==> config.mk <==
export PLATFORM = sky130hd
export DESIGN_NAME = mem_stage_lsu
export DESIGN_NICKNAME = d
export VERILOG_FILES = /design/src/rtl/mem_stage_lsu.sv
export SDC_FILE = /design/constraint.sdc
export NUM_CORES = 1
export LEC_CHECK = 0
export CORE_MARGIN = 2
export CORE_UTILIZATION = 44
export DETAILED_ROUTE_END_ITERATION = 16
export PLACE_DENSITY_LB_ADDON = 0.08
export SYNTH_ARGS = -nofsm -noshare
export SYNTH_HDL_FRONTEND = slang
export SYNTH_SLANG_ARGS = --single-unit
==> constraint.sdc <==
create_clock -name clk -period 5.3 [get_ports clk]
set_clock_uncertainty 0.05 [all_clocks]
set_input_delay 0.795 -clock clk [delete_from_list [all_inputs] [get_ports clk]]
set_output_delay 0.795 -clock clk [all_outputs]
set_load 0.01 [all_outputs]
==> src/rtl/mem_stage_lsu.sv <==
// ----------------------------------------------------------------------------
// mem_stage_lsu
// Memory-access stage of the 5-stage RV32I pipeline. It sits between the
// EX/MEM and MEM/WB registers and does three things:
//   * formats loads and stores (size, sign extension, byte enables)
//   * runs the request/acknowledge handshake to a multi-cycle data memory
//   * stalls the front of the pipeline until the access completes
//
// Configuration macro: MISALIGN_TRAP_EN
//   defined   - misaligned half/word accesses are trapped in IDLE
//               (misalign_out pulses, the bus is never touched)
//   undefined - misalign_out is tied low; low address bits are ignored
//
// Ports
//   clk, rst                 clock, asynchronous active-high reset
//   valid_in .. MemtoReg_in  EX/MEM register fields
//   dmem_*                   data-memory bus (req/we/addr/wdata/be out,
//                            ack/rdata in)
//   stall_out                hold PC, IF/ID and EX/MEM
//   bus_error_out            one-cycle pulse when an access times out
//   misalign_out             one-cycle pulse on a trapped misaligned access
//   *_out (remaining)        MEM/WB register inputs
//
// State | meaning
//   IDLE | no access in flight; non-memory ops pass straight through
//   BUS  | request on the bus, waiting for dmem_ack or timeout
//   DONE | one cycle presenting the finished result to MEM/WB
// ----------------------------------------------------------------------------
module mem_stage_lsu #(
    parameter int TIMEOUT_CYCLES = 16
) (
    input  logic        clk,
    input  logic        rst,
    input  logic        valid_in,
    input  logic        mem_read_in,
    input  logic        mem_write_in,
    input  logic [2:0]  funct3_in,
    input  logic [31:0] alu_result_in,
    input  logic [31:0] store_data_in,
    input  logic [4:0]  rd_addr_in,
    input  logic        reg_write_en_in,
    input  logic        MemtoReg_in,
    output logic        dmem_req,
    output logic        dmem_we,
    output logic [31:0] dmem_addr,
    output logic [31:0] dmem_wdata,
    output logic [3:0]  dmem_be,
    input  logic        dmem_ack,
    input  logic [31:0] dmem_rdata,
    output logic        stall_out,
    output logic        bus_error_out,
    output logic        misalign_out,
    output logic        reg_write_en_out,
    output logic        MemtoReg_out,
    output logic [31:0] alu_result_out,
    output logic [31:0] mem_read_data_out,
    output logic [4:0]  rd_addr_out
);

    localparam logic [7:0] TIMEOUT_LIMIT = 8'(TIMEOUT_CYCLES);

    typedef enum logic [1:0] {S_IDLE, S_BUS, S_DONE} state_t;

    state_t      r_state;
    logic        r_req, r_we, r_rwe, r_m2r, r_is_load, r_bus_error;
    logic [31:0] r_dmem_addr, r_wdata, r_addr, r_load_data;
    logic [3:0]  r_be;
    logic [7:0]  r_cnt;
    logic [4:0]  r_rd;
    logic [2:0]  r_funct3;

    logic        w_mem_op, w_misalign, w_start;
    logic [3:0]  w_be;
    logic [31:0] w_wdata;
    logic [7:0]  w_cnt_next;

    // funct3[1:0] encodes the access size; 011/110/111 fall into the word case.
    function automatic logic [31:0] f_load(input logic [2:0]  f3,
                                           input logic [1:0]  lane,
                                           input logic [31:0] d);
        logic [7:0]  b;
        logic [15:0] h;
        case (lane)
            2'd0:    b = d[7:0];
            2'd1:    b = d[15:8];
            2'd2:    b = d[23:16];
            default: b = d[31:24];
        endcase
        h = lane[1] ? d[31:16] : d[15:0];
        case (f3[1:0])
            2'b00:   f_load = {{24{b[7] & ~f3[2]}}, b};
            2'b01:   f_load = {{16{h[15] & ~f3[2]}}, h};
            default: f_load = d;
        endcase
    endfunction

    assign w_mem_op   = valid_in & (mem_read_in | mem_write_in);
    assign w_cnt_next = r_cnt + 8'd1;

`ifdef MISALIGN_TRAP_EN
    assign w_misalign = w_mem_op &
                        (((funct3_in[1:0] == 2'b01) & alu_result_in[0]) |
                         (funct3_in[1]              & (alu_result_in[1:0] != 2'b00)));
`else
    assign w_misalign = 1'b0;
`endif

    assign w_start = w_mem_op & ~w_misalign;

    // Store lane steering; loads always fetch the whole word.
    always_comb begin
        w_be    = 4'b1111;
        w_wdata = store_data_in;
        case (funct3_in[1:0])
            2'b00: begin
                w_wdata = {4{store_data_in[7:0]}};
                if (!mem_read_in) w_be = 4'b0001 << alu_result_in[1:0];
            end
            2'b01: begin
                w_wdata = {2{store_data_in[15:0]}};
                if (!mem_read_in) w_be = alu_result_in[1] ? 4'b1100 : 4'b0011;
            end
            default: ;
        endcase
    end

    always_ff @(posedge clk or posedge rst) begin
        if (rst) begin
            r_state     <= S_IDLE;
            r_req       <= 1'b0;
            r_we        <= 1'b0;
            r_dmem_addr <= '0;
            r_wdata     <= '0;
            r_be        <= '0;
            r_cnt       <= '0;
            r_rd        <= '0;
            r_rwe       <= 1'b0;
            r_m2r       <= 1'b0;
            r_addr      <= '0;
            r_funct3    <= '0;
            r_is_load   <= 1'b0;
            r_load_data <= '0;
            r_bus_error <= 1'b0;
        end else begin
            case (r_state)
                S_IDLE: begin
                    if (w_start) begin
                        r_rd        <= rd_addr_in;
                        r_rwe       <= reg_write_en_in;
                        r_m2r       <= MemtoReg_in;
                        r_addr      <= alu_result_in;
                        r_funct3    <= funct3_in;
                        r_is_load   <= mem_read_in;
                        r_req       <= 1'b1;
                        r_we        <= ~mem_read_in;
                        r_dmem_addr <= {alu_result_in[31:2], 2'b00};
                        r_be        <= w_be;
                        r_wdata     <= w_wdata;
                        r_cnt       <= '0;
                        r_load_data <= '0;
                        r_state     <= S_BUS;
                    end
                end
                S_BUS: begin
                    if (dmem_ack) begin
                        r_load_data <= r_is_load ? f_load(r_funct3, r_addr[1:0], dmem_rdata) : 32'd0;
                        r_req       <= 1'b0;
                        r_state     <= S_DONE;
                    end else begin
                        r_cnt <= w_cnt_next;
                        if (w_cnt_next == TIMEOUT_LIMIT) begin
                            r_bus_error <= 1'b1;
                            r_req       <= 1'b0;
                            r_rwe       <= 1'b0;
                            r_state     <= S_DONE;
                        end
                    end
                end
                S_DONE: begin
                    r_bus_error <= 1'b0;
                    r_cnt       <= '0;
                    r_state     <= S_IDLE;
                end
                default: r_state <= S_IDLE;
            endcase
        end
    end

    // Output muxing: pass-through in IDLE, bubble while busy, latched in DONE.
    always_comb begin
        stall_out         = 1'b0;
        misalign_out      = 1'b0;
        reg_write_en_out  = 1'b0;
        MemtoReg_out      = MemtoReg_in;
        rd_addr_out       = rd_addr_in;
        alu_result_out    = alu_result_in;
        mem_read_data_out = 32'd0;
        case (r_state)
            S_IDLE: begin
                if (w_mem_op) begin
                    misalign_out = w_misalign;
                    stall_out    = ~w_misalign;
                end else begin
                    reg_write_en_out = reg_write_en_in & valid_in;
                end
            end
            S_BUS: stall_out = 1'b1;
            S_DONE: begin
                reg_write_en_out  = r_rwe;
                MemtoReg_out      = r_m2r;
                rd_addr_out       = r_rd;
                alu_result_out    = r_addr;
                mem_read_data_out = r_load_data;
            end
            default: ;
        endcase
        // The FSM already sits in IDLE during reset; keep the pass-through quiet.
        if (rst) begin
            stall_out        = 1'b0;
            misalign_out     = 1'b0;
            reg_write_en_out = 1'b0;
        end
    end

    assign dmem_req      = r_req;
    assign dmem_we       = r_we;
    assign dmem_addr     = r_dmem_addr;
    assign dmem_wdata    = r_wdata;
    assign dmem_be       = r_be;
    assign bus_error_out = r_bus_error & ~rst;

endmodule
Word level (Yosys, flattened, before mapping)
Index checks and enable logic that the tools add are counted.
{"block": "totals", "reg_bits": 154, "in_bits": 112, "output_inout_bits": 144, "word_cells": 93}
{"block": "op_classes", "addsub": 1, "eq_ne": 12, "n_shift": 1, "mux": 41, "n_bitwise": 9, "reduce_logical": 14}
{"operator": "$pmux 32 s2", "n": 3}
{"operator": "$mux 32", "n": 5}
{"operator": "$pmux 8 s3", "n": 2}
{"operator": "$mux 8", "n": 4}
{"operator": "$mux 16", "n": 1}
{"operator": "$mux 1", "n": 12}
{"operator": "$mux 4", "n": 3}
{"operator": "$reduce_and 3->1", "n": 4}
{"operator": "$pmux 1 s2", "n": 5}
{"operator": "$add 8x1->8 const B", "n": 1}
{"operator": "$eq 2x1->1 const B", "n": 4}
{"operator": "$eq 8x5->1 const B", "n": 1}
{"operator": "$logic_not 2->1", "n": 4}
{"operator": "$ne 2x2->1 const B", "n": 4}
{"operator": "$pmux 4 s2", "n": 1}
{"operator": "$mux 2", "n": 3}
{"operator": "$and 1x1->1", "n": 5}
{"operator": "$mux 5", "n": 1}
{"operator": "$eq 2x2->1 const B", "n": 2}
{"operator": "$pmux 2 s2", "n": 1}
{"operator": "$reduce_and 2->1", "n": 2}
{"operator": "$reduce_and 4->1", "n": 1}
{"operator": "$reduce_bool 2->1", "n": 2}
{"operator": "$shl 1x2->4 const A", "n": 1}
{"operator": "4 further kinds", "n": 6}

Logic depth before layout (Yosys ltp)
Gate-level depths: netlist of the first run.
{"block": "logic_depth", "depth_word": 9, "depth_mapped": 8, "mapped_depth_nobuf": 5}

Least setup slack after synthesis of the first run
Ideal clock, no wire load.
{"block": "synth_path", "kind": "input to output", "startpoint": "input mem_read_in", "endpoint": "output reg_write_en_out", "t_arrival_ns": 1.516, "t_required_ns": 4.455, "slack_ns": 2.939, "stages": 4, "path_buffers": 1, "path_cell_list": "buf_2 nor4_1 a21oi_1 nor3_1"}
{"block": "synth_via", "elab_chain_cells": 5}
{"element": "from (decl)", "line_no": "35", "rtl": "input logic mem_read_in,"}
{"element": "$or 1x1->1", "line_no": "97", "rtl": "assign w_mem_op = valid_in & (mem_read_in | mem_write_in);"}
{"element": "$and 1x1->1", "line_no": "97"}
{"element": "$mux 1", "line_no": "200", "rtl": "if (w_mem_op) begin"}
{"element": "$pmux 1 s2", "line_no": "198", "rtl": "case (r_state)"}
{"element": "$mux 1", "line_no": "218", "rtl": "if (rst) begin"}
{"element": "to (decl)", "line_no": "53", "rtl": "output logic reg_write_en_out,"}
Every way passes these cells.

Worst setup path in the final report of the first run
{"block": "layout_path", "startpoint": "register r_state[1]", "endpoint": "output alu_result_out[12]"}
{"block": "layout_via", "elab_chain_cells": 2}
{"element": "from (decl)", "line_no": "64", "rtl": "state_t r_state;"}
{"element": "from (signal assigned)", "line_no": "129", "rtl": "r_state <= S_IDLE;"}
{"element": "from (signal assigned)", "line_no": "161", "rtl": "r_state <= S_BUS;"}
{"element": "from (signal assigned)", "line_no": "168", "rtl": "r_state <= S_DONE;"}
{"element": "$eq 2x2->1", "line_no": "198"}
{"element": "$mux 32", "line_no": "198"}
{"element": "to (decl)", "line_no": "55", "rtl": "output logic [31:0] alu_result_out,"}
Every way passes these cells.

==> results of run 1 <==
==> area by class of cell <==
type,instances,share of cell area (%)
sequential,124,32.55
clock buffer,23,4.804
multi-input combinational,502,31.68
inverter,3,0.1444
tap,184,2.415
timing repair buffer,258,26.93
clock inverter,7,1.470
==> routing by layer <==
layer	track usage, %	vias up	share of wire (%)
met5	0	-	0
met4	7.757	0	1.9
met3	8.879	26	9.0
met2	38.84	250	48
met1	29.43	2814	41
li1	-	2756	-
==> state kept, by name (all words and copies together) (netlist names), 2 cells and up <==
register and flops:
r_state 2, dmem_be 4, r_rd 5, r_funct3 3, r_cnt 8, dmem_wdata 32, r_load_data 32, r_addr 32
==> worst register-to-register path, stage by stage, from the launching register on <==
cell       delay (ns)
dfrtp_1          0.63
and4b_1          0.57
nand2b_1         0.34
a2111oi_4        0.89
a221o_1          0.23
==> synthesized netlist by cell type (11+ instances only) <==
| master | n |
|---|---|
| buf_4 | 35 |
| nand2_1 | 215 |
| mux2i_1 | 27 |
| and2_1 | 34 |
| nor2_1 | 21 |
| nand2b_1 | 15 |
| mux2_2 | 46 |
| a221o_1 | 23 |
| buf_2 | 11 |
| o21ai_0 | 39 |
| clkbuf_1 | 30 |
| a21oi_1 | 20 |
| dfrtp_1 | 124 |
| nand3_1 | 11 |
==> cell families (layout without fill, tap and decap cells) <==
kind of cell | Yosys count | in the layout | synth area share [%]
and+or+nand+nor | 313 | 313 | 20.70
DFF | 124 | 124 | 47.24
AOI/OAI and AO/OA | 109 | 109 | 12.02
buffers and inverters | 83 | 291 | 7.181
muxes | 74 | 74 | 12.34
xor gates and xnor gates | 2 | 2 | 0.2667
adders and majority gates | 1 | 1 | 0.1904
other | 1 | 3 | 0.05709
==> power by group <==
group	switching [mW]	leakage (nW)	total [mW]	internal (mW)
Combinational	0.598	2.33	1.30	0.698
Clock	0.398	0.283	1.19	0.793
Sequential	0.225	1.59	1.45	1.22
Total	1.22	4.20	3.93	2.71
==> placed cells by master, fill, tap and decap left out, drive strengths merged, types with 2 or more instances in the layout <==
master and n:
nand3 11, mux2 46, and2 34, nor2b 3, nor3 6, a21oi 21, buf 6, xnor2 2
a32o 8, bufinv 4, dfrtp 124, nand2 215, o211a 2, o21ai 40, clkbuf 23, o31ai 3
clkdlybuf4s50 252, inv 3, mux2i 27, a221o 23, conb 3, nand2b 15, o41ai 2, o21a 3
clkinvlp 2, nor2 21, o2111ai 2
==> worst min path at each step <==
stage | start | to | slack (ns)
3_3_place_gp | r_rd[4] | r_rd[4] | 0.40
4_1_cts | r_rd[3] | r_rd[3] | 0.42
5_1_grt | r_rd[1] | r_rd[1] | 0.44
2_1_floorplan | r_is_load | r_is_load | 0.39
3_5_place_dp | r_rd[3] | r_rd[3] | 0.41
6_report | dmem_wdata[7] | dmem_wdata[7] | 0.42
==> run_results.csv, run 1 <==
group,metric,value,unit
layout,stdcell_count,1101,
power,cellPowerDensity,412.6,nW/um^2
clocking,holdBufCountCts,0,
placement,dp_slack,1.879,ns
route,avgRoutedWirePerCell,17.11,um
sta,fin_crit_sh,71.30,%
sta,slew_headroom,21.72,%
placement,hpwl,13.48,mm
clocking,cts_resized,0,
die,start_util,45.20,%
logic_synthesis,synth_cells,707,
die,num_rows,44,
sta,worstMarginPinSlew,1.174,ns
worst_setup_path,critical_path_depth,4,
logic_synthesis,yosysTopAreaCell,"dfrtp_1",
logic_synthesis,syn_area_per_cell,9.291,um^2
die,dieHeight,126.2,um
die,die_w,126.2,um
worst_setup_path,reg2regPathDepth,4,
sta,rsz0062_at_grt,"no",
grt,grt_pass1_vias,5919,
logic_synthesis,ys_seq_area_share,47.24,%
route,wirelength,18.83,mm
power,power,3.933,mW
worst_setup_path,reg2reg_setup_slack,2.54,ns
clocking,cts_setup_buffers,0,
grt,track_usage,23.83,%
placement,place_inst,1071,
layout,antennaDiodeCount,0,
worst_setup_path,cp-start-kind,"flop",
sta,worst_slack,1.521,ns
worst_setup_path,r2r_start,"r_state[0]",
logic_synthesis,synthTopCellsByArea,"dfrtp_1 47%, nand2_1 12%, mux2_2 7.9%, mux2i_1 4.1%, buf_4 4.0%",
sta,whs,0.4225,ns
worst_setup_path,cp_cell_sequence,"nor2b_4 -> buf_4 -> mux2_2 -> clkdlybuf4s50_1",
route,ant_nets,0,
worst_setup_path,arrival,2.93,ns
power,peakVddDrop,223.3,uV
logic_synthesis,yosysTopAreaCellShare,47.24,%
grt,grt_max_degree,107,
layout,utilization,65.59,%
placement,io_buffers,252,
sta,finalSetupViolCount,0,
logic_synthesis,synthArstFlopShare,100.0,%
worst_setup_path,r2r_end,"r_load_data[23]",
worst_setup_path,worstSetupPathType,"reg2out",
route,drcViolationCount,0,
logic_synthesis,synth_cell_types,46,
clocking,cts_buffers,17,
placement,gp_congestion,0.8171,
grt,grt.overflow.total,0,
logic_synthesis,yosysWarnings,0,
logic_synthesis,synth_enable_flop_cells,0,
worst_setup_path,critPathTopFamily,"buffers and inverters",
status,status,"finished, final reports clean",
worst_setup_path,crit_required,4.45,ns
clocking,clockBufferDepth,2,
worst_setup_path,crit_slowest_cell,"nor2b_4",
layout,syn_to_final_growth,45.12,%
power,leakage,4.205,nW
worst_setup_path,crit_end,"alu_result_out[12]",
worst_setup_path,path_buf_inv,2,
die,core_area,14530,um^2
die,die_area,15920,um^2
layout,finalNetCount,1019,
clocking,cts_root_buffer,"clkbuf_16",
clocking,clk_latency,0.41,ns
job,max_cap_violations,0,
grt,grt_antenna_before_repair,0,
route,drtPass1Iterations,5,
sta,hold_violations,0,
worst_hold_path,min_path_cells,2,
sta,layout_min_cycle_time,3.779,ns
die,io_pins,256,
clocking,h-tree-depth,4,
clocking,cts.sinks,124,
logic_synthesis,syn_area,6569,um^2
worst_setup_path,critPathMaxFanout,22,
worst_setup_path,startpoint,"r_state[1]",
logic_synthesis,synth-seq-cells,124,
layout,multi_input_area,3020,um^2
route,drt_iter0_markers,488,
sta,slew_viol_final,0,
placement,dpl_cell_area,8935,um^2
route,vias,5846,
clocking,clk_pin_slew,0.05,ns
worst_hold_path,hp-class,"reg2reg",
sta,setup_tns,0,ns
layout,final_cell_area,9533,um^2
grt,grt_pass1_wl,30.47,mm
worst_setup_path,cp-end-kind,"output port",
sta,fmax,0.2646,GHz
route,viasPerCell,5.310,
layout,layout-drive-gt1-share,9.378,%
worst_setup_path,max_stage_delay,0.64,ns
clocking,cts_tree,"yes",
layout,regArea,3103,um^2
logic_synthesis,synth_top_flop_cell,"dfrtp_1",
layout,fillers,1195,
Power figures use the tool's default switching activity.
==> inputs of run 2 (changes only) <==
clock period = 3.66 ns   (was 5.3 ns; I/O delays follow)
==> run 2 against run 1 <==
  * Sequential share of layout area down 0.094 points
  * Utilization up 0.19 points
  * Wire length rose by 1.5%
  * Largest cell class unchanged
  * Die area is the same
  * Register-to-register slack worse by 1.3 ns
  * Via count up 0.72%
  * Hold slack worse by 0.0024 ns
  * Setup slack got worse by 1.1 ns
  * Non-clock buffer count is 3 higher
  * Cell area increased by 0.29%
  * Critical endpoint is now alu_result_out[1]
  * Highest routed layer unchanged
==> run_results.csv, run 2 (synthesized netlist as in run 1, its figures left out) <==
group,metric,value,unit
job,max_cap_violations,0,
clocking,cts_tree,"yes",
layout,layout_common_cells,"252 x clkdlybuf4s50_1, 215 x nand2_1, 124 x dfrtp_1, 46 x mux2_2, 39 x o21ai_0",
worst_hold_path,hp-class,"reg2reg",
die,dieHeight,126.2,um
route,viasPerCell,5.329,
worst_setup_path,cp-start-kind,"flop",
worst_setup_path,crit_required,3.06,ns
worst_setup_path,worstSetupPathType,"reg2out",
sta,hold_violations,0,
route,wirelength,19.12,mm
sta,fmax,0.3051,GHz
power,cellPowerDensity,591.8,nW/um^2
clocking,cts_root_buffer,"clkbuf_16",
route,drcViolationCount,0,
power,peakVddDrop,355.4,uV
grt,grt_antenna_before_repair,0,
die,die_area,15920,um^2
power,leakage,4.212,nW
layout,syn_to_final_growth,45.54,%
status,status,"finished, final reports clean",
sta,layout_min_cycle_time,3.278,ns
die,core_area,14530,um^2
clocking,clk_latency,0.42,ns
worst_setup_path,arrival,2.68,ns
grt,grt_pass1_wl,30.48,mm
sta,fin_crit_sh,89.56,%
worst_setup_path,critPathMaxFanout,63,
sta,whs,0.4201,ns
layout,layout-drive-gt1-share,9.663,%
clocking,h-tree-depth,4,
sta,rsz0062_at_grt,"no",
grt,grt_pass1_vias,5954,
placement,place_inst,1074,
clocking,clockBufferDepth,2,
clocking,cts_resized,0,
die,start_util,45.20,%
clocking,cts_setup_buffers,0,
sta,slew_viol_final,0,
layout,antennaDiodeCount,0,
die,die_w,126.2,um
sta,finalSetupViolCount,0,
power,power,5.657,mW
grt,grt.overflow.total,0,
die,num_rows,44,
die,io_pins,256,
route,vias,5888,
route,drt_iter0_markers,345,
layout,finalNetCount,1022,
clocking,clk_pin_slew,0.06,ns
layout,stdcell_count,1105,
route,drtPass1Iterations,5,
route,avgRoutedWirePerCell,17.30,um
route,ant_nets,0,
grt,track_usage,24.02,%
worst_setup_path,cp-end-kind,"output port",
clocking,cts_buffers,17,
sta,slew_headroom,25.04,%
placement,io_buffers,252,
placement,hpwl,13.52,mm
placement,gp_congestion,0.8192,
layout,final_common_cell,"clkdlybuf4s50_1",
layout,utilization,65.78,%
sta,worstMarginPinSlew,1.124,ns
sta,setup_tns,0,ns
grt,grt_max_degree,97,
clocking,cts.sinks,124,
clocking,holdBufCountCts,0,
==> run 2: cell types whose count changed in the layout (fill, tap and decap cells not counted), sizes merged <==
cell      before  now
inv            3    2
clkinvlp       2    3
buf            6    9
bufinv         4    3
clkinv         1    2
clkbuf        23   24
==> run 2: worst max-delay path, cell delays in order (launching register included) <==
cell and delay, ns:
dfrtp_1 0.60, nor2b_4 0.43, buf_12 0.28, mux2_2 0.37
clkdlybuf4s50_1 0.53
==> run 2: power by group <==
part	switching [mW]	internal, mW
clock network	0.588	1.08
registers	0.335	1.77
logic	0.864	1.02
==> run 2: per-stage QoR <==
| step | setup slack, ns | area (um^2) |
|---|---|---|
| 2_1_floorplan | 1.536 | 6580 |
| 3_3_place_gp | 0.7685 | 8984 |
| 3_5_place_dp | 0.6692 | 8984 |
| 4_1_cts | 0.3703 | 9560 |
| 5_1_grt | 0.2402 | 9560 |
| 6_report | 0.3821 | 9560 |
==> run 2: cell type report <==
| class | instances | area, um^2 |
|---|---|---|
| Fill cell | 1174 | 4974 |
| Sequential cell | 124 | 3103 |
| Multi-Input combinational cell | 502 | 3020 |
| Timing Repair Buffer | 261 | 2615 |
| Clock buffer | 24 | 461.7 |
| Tap cell | 184 | 230.2 |
| Clock inverter | 7 | 115.1 |
| Inverter | 3 | 15.01 |
==> run 2: path summary, 6_finish.rpt <==
path / from / to / slack, ns / depth (start not counted)
worst max-delay path: r_state[1] / alu_result_out[1] / 0.38 / 4
worst min-delay path: r_rd[4] / r_rd[4] / 0.42 / 2
worst max register to register: r_state[0] / r_load_data[29] / 1.23 / 5
worst min register to register: r_rd[4] / r_rd[4] / 0.42 / 2
max in group asynchronous: rst / dmem_wdata[7] / 2.12 / 3
min in group asynchronous: rst / r_bus_error / 0.76 / 3
==> run 2: routing by layer <==
| layer | track usage [%] | routed length (um) |
|---|---|---|
| met2 | 38.33 | 9096 |
| met5 | 0 | 0 |
| met4 | 9.179 | 487 |
| met3 | 8.963 | 1548 |
| met1 | 29.78 | 7987 |
==> inputs of run 3 (changes only) <==
CORE_UTILIZATION = 40   (was 44)
clock period = 2.8 ns   (was 3.66 ns; I/O delays follow)
==> run 3 against run 2 <==
  * Via count is 0.24% lower
  * Critical path depth is 1 higher
  * Cell area is 3.0% higher
  * Utilization is 4.0 points lower
  * Largest power group unchanged
  * First-iteration DRC count is 2.0% higher
  * Hold slack better by 0.0046 ns
  * Wire length is 3.4% higher
  * Final cell count is 4.6% higher
==> run_results.csv, run 3 (synthesized netlist as in run 1, its figures left out) <==
group,metric,value,unit
layout,stdcell_count,1156,
layout,layout_common_cells,"252 x clkdlybuf4s50_1, 215 x nand2_1, 124 x dfrtp_1, 46 x mux2_2, 39 x o21ai_0",
placement,io_buffers,252,
clocking,cts_setup_buffers,0,
placement,dp_slack,0.3343,ns
die,num_rows,46,
placement,gp_congestion,0.8660,
worst_setup_path,worstSetupPathType,"reg2out",
layout,finalNetCount,1041,
worst_setup_path,cp-start-kind,"flop",
sta,layout_min_cycle_time,2.625,ns
sta,fmax,0.3809,GHz
job,max_cap_violations,0,
route,drcViolationCount,0,
clocking,cts.sinks,124,
clocking,cts_root_buffer,"clkbuf_16",
route,vias,5874,
layout,syn_to_final_growth,49.98,%
sta,slew_viol_final,0,
placement,place_inst,1125,
route,viasPerCell,5.081,
worst_setup_path,cp_cell_sequence,"buf_4 -> nor4_1 -> a21oi_1 -> nor3_1 -> clkdlybuf4s50_1",
route,avgRoutedWirePerCell,17.10,um
sta,slew_headroom,47.49,%
power,leakage,4.355,nW
die,die_area,17460,um^2
power,peakVddDrop,490.4,uV
worst_setup_path,crit_required,2.33,ns
clocking,clk_latency,0.40,ns
die,io_pins,256,
layout,final_common_cell,"clkdlybuf4s50_1",
clocking,clk_pin_slew,0.05,ns
worst_setup_path,cp-end-kind,"output port",
grt,grt_pass1_vias,6036,
power,cellPowerDensity,779.5,nW/um^2
sta,finalSetupViolCount,0,
die,core_area,15940,um^2
die,dieHeight,132.2,um
worst_setup_path,max_stage_delay,0.60,ns
layout,utilization,61.80,%
sta,setup_tns,0,ns
sta,rsz0062_at_grt,"no",
clocking,h-tree-depth,4,
route,drt_iter0_markers,352,
route,drtPass1Iterations,4,
sta,hold_violations,0,
sta,worst_slack,0.1747,ns
clocking,cts_resized,0,
clocking,holdBufCountCts,0,
sta,worstMarginPinSlew,0.7860,ns
layout,antennaDiodeCount,0,
die,start_util,41.20,%
route,ant_nets,0,
route,wirelength,19.76,mm
layout,layout-drive-gt1-share,12.02,%
worst_setup_path,critPathMaxFanout,12,
worst_hold_path,hp-class,"reg2reg",
grt,grt.overflow.total,0,
clocking,clockBufferDepth,2,
status,status,"finished, final reports clean",
grt,grt_pass1_wl,32.20,mm
grt,grt_max_degree,61,
grt,track_usage,22.93,%
placement,hpwl,14.27,mm
clocking,cts_buffers,17,
sta,fin_crit_sh,93.76,%
die,die_w,132.2,um
worst_setup_path,arrival,2.16,ns
worst_setup_path,crit_slowest_cell,"clkdlybuf4s50_1",
grt,grt_antenna_before_repair,0,
clocking,cts_tree,"yes",
[run 3: cell count changes in the layout (fill, tap and decap cells not counted)]
cell | previous run | this run
buf_4 | 7 | 23
clkbuf_1 | 6 | 1
buf_12 | 2 | 5
clkinvlp_4 | 3 | 4
clkbuf_8 | 1 | 2
clkinv_4 | 0 | 1
bufinv_16 | 3 | 5
[run 3: final timing paths]
check | slack (ns) | to | cells past startpoint | startpoint
min in group asynchronous | 0.57 | r_load_data[30] | 2 | rst
max in group asynchronous | 1.49 | dmem_wdata[31] | 3 | rst
max | 0.17 | reg_write_en_out | 5 | r_state[1]
min | 0.42 | dmem_wdata[0] | 2 | dmem_wdata[0]
min reg2reg | 0.42 | dmem_wdata[0] | 2 | dmem_wdata[0]
max reg2reg | 0.88 | r_load_data[30] | 6 | r_state[1]
[run 3: stage by stage]
| step | total power, mW | hold WS [ns] | instance area [um^2] |
|---|---|---|---|
| finish | 7.679 | 0.4247 | 9852 |
| global route | 8.119 | 0.4557 | 9852 |
| CTS | 7.763 | 0.4251 | 9852 |
| detailed placement | 5.295 | 0.4120 | 9204 |
| global placement | 5.231 | 0.4022 | 9204 |
| floorplan | 4.056 | 0.3883 | 6580 |
[run 3: area by class of cell]
cell class              instances  area (um^2)
fillers                      1336         6091
clock inverters                11        191.4
flip-flops and latches        124         3103
repair buffers                280         2795
well taps                     216        270.3
multi-input cells             502         3020
clock buffers                  20        456.7
inverters                       3        15.01
[run 3: metal layers]
layer / up-vias / track usage, % / share of wire (%)
li1: 2805 / - / -
met1: 2852 / 29.03 / 42
met2: 196 / 38.31 / 51
met3: 21 / 6.882 / 6.0
met4: 0 / 6.099 / 1.6
met5: - / 0 / 0
[run 3: power by group]
group	leakage (nW)	internal [mW]	switching [mW]	total [mW]
registers	1.59	2.31	0.388	2.70
logic	2.46	1.38	1.18	2.57
clock network	0.308	1.62	0.794	2.41
total	4.35	5.31	2.37	7.68
[run 3: worst max-delay path, delay by kind of cell, from the launching register on]
kind / cells / cell delay (ns)
AO/OA/AOI/OAI: 1 / 0.07
flip-flops: 1 / 0.37
buffers and inverters: 2 / 0.78
AND/OR/NAND/NOR: 2 / 0.54
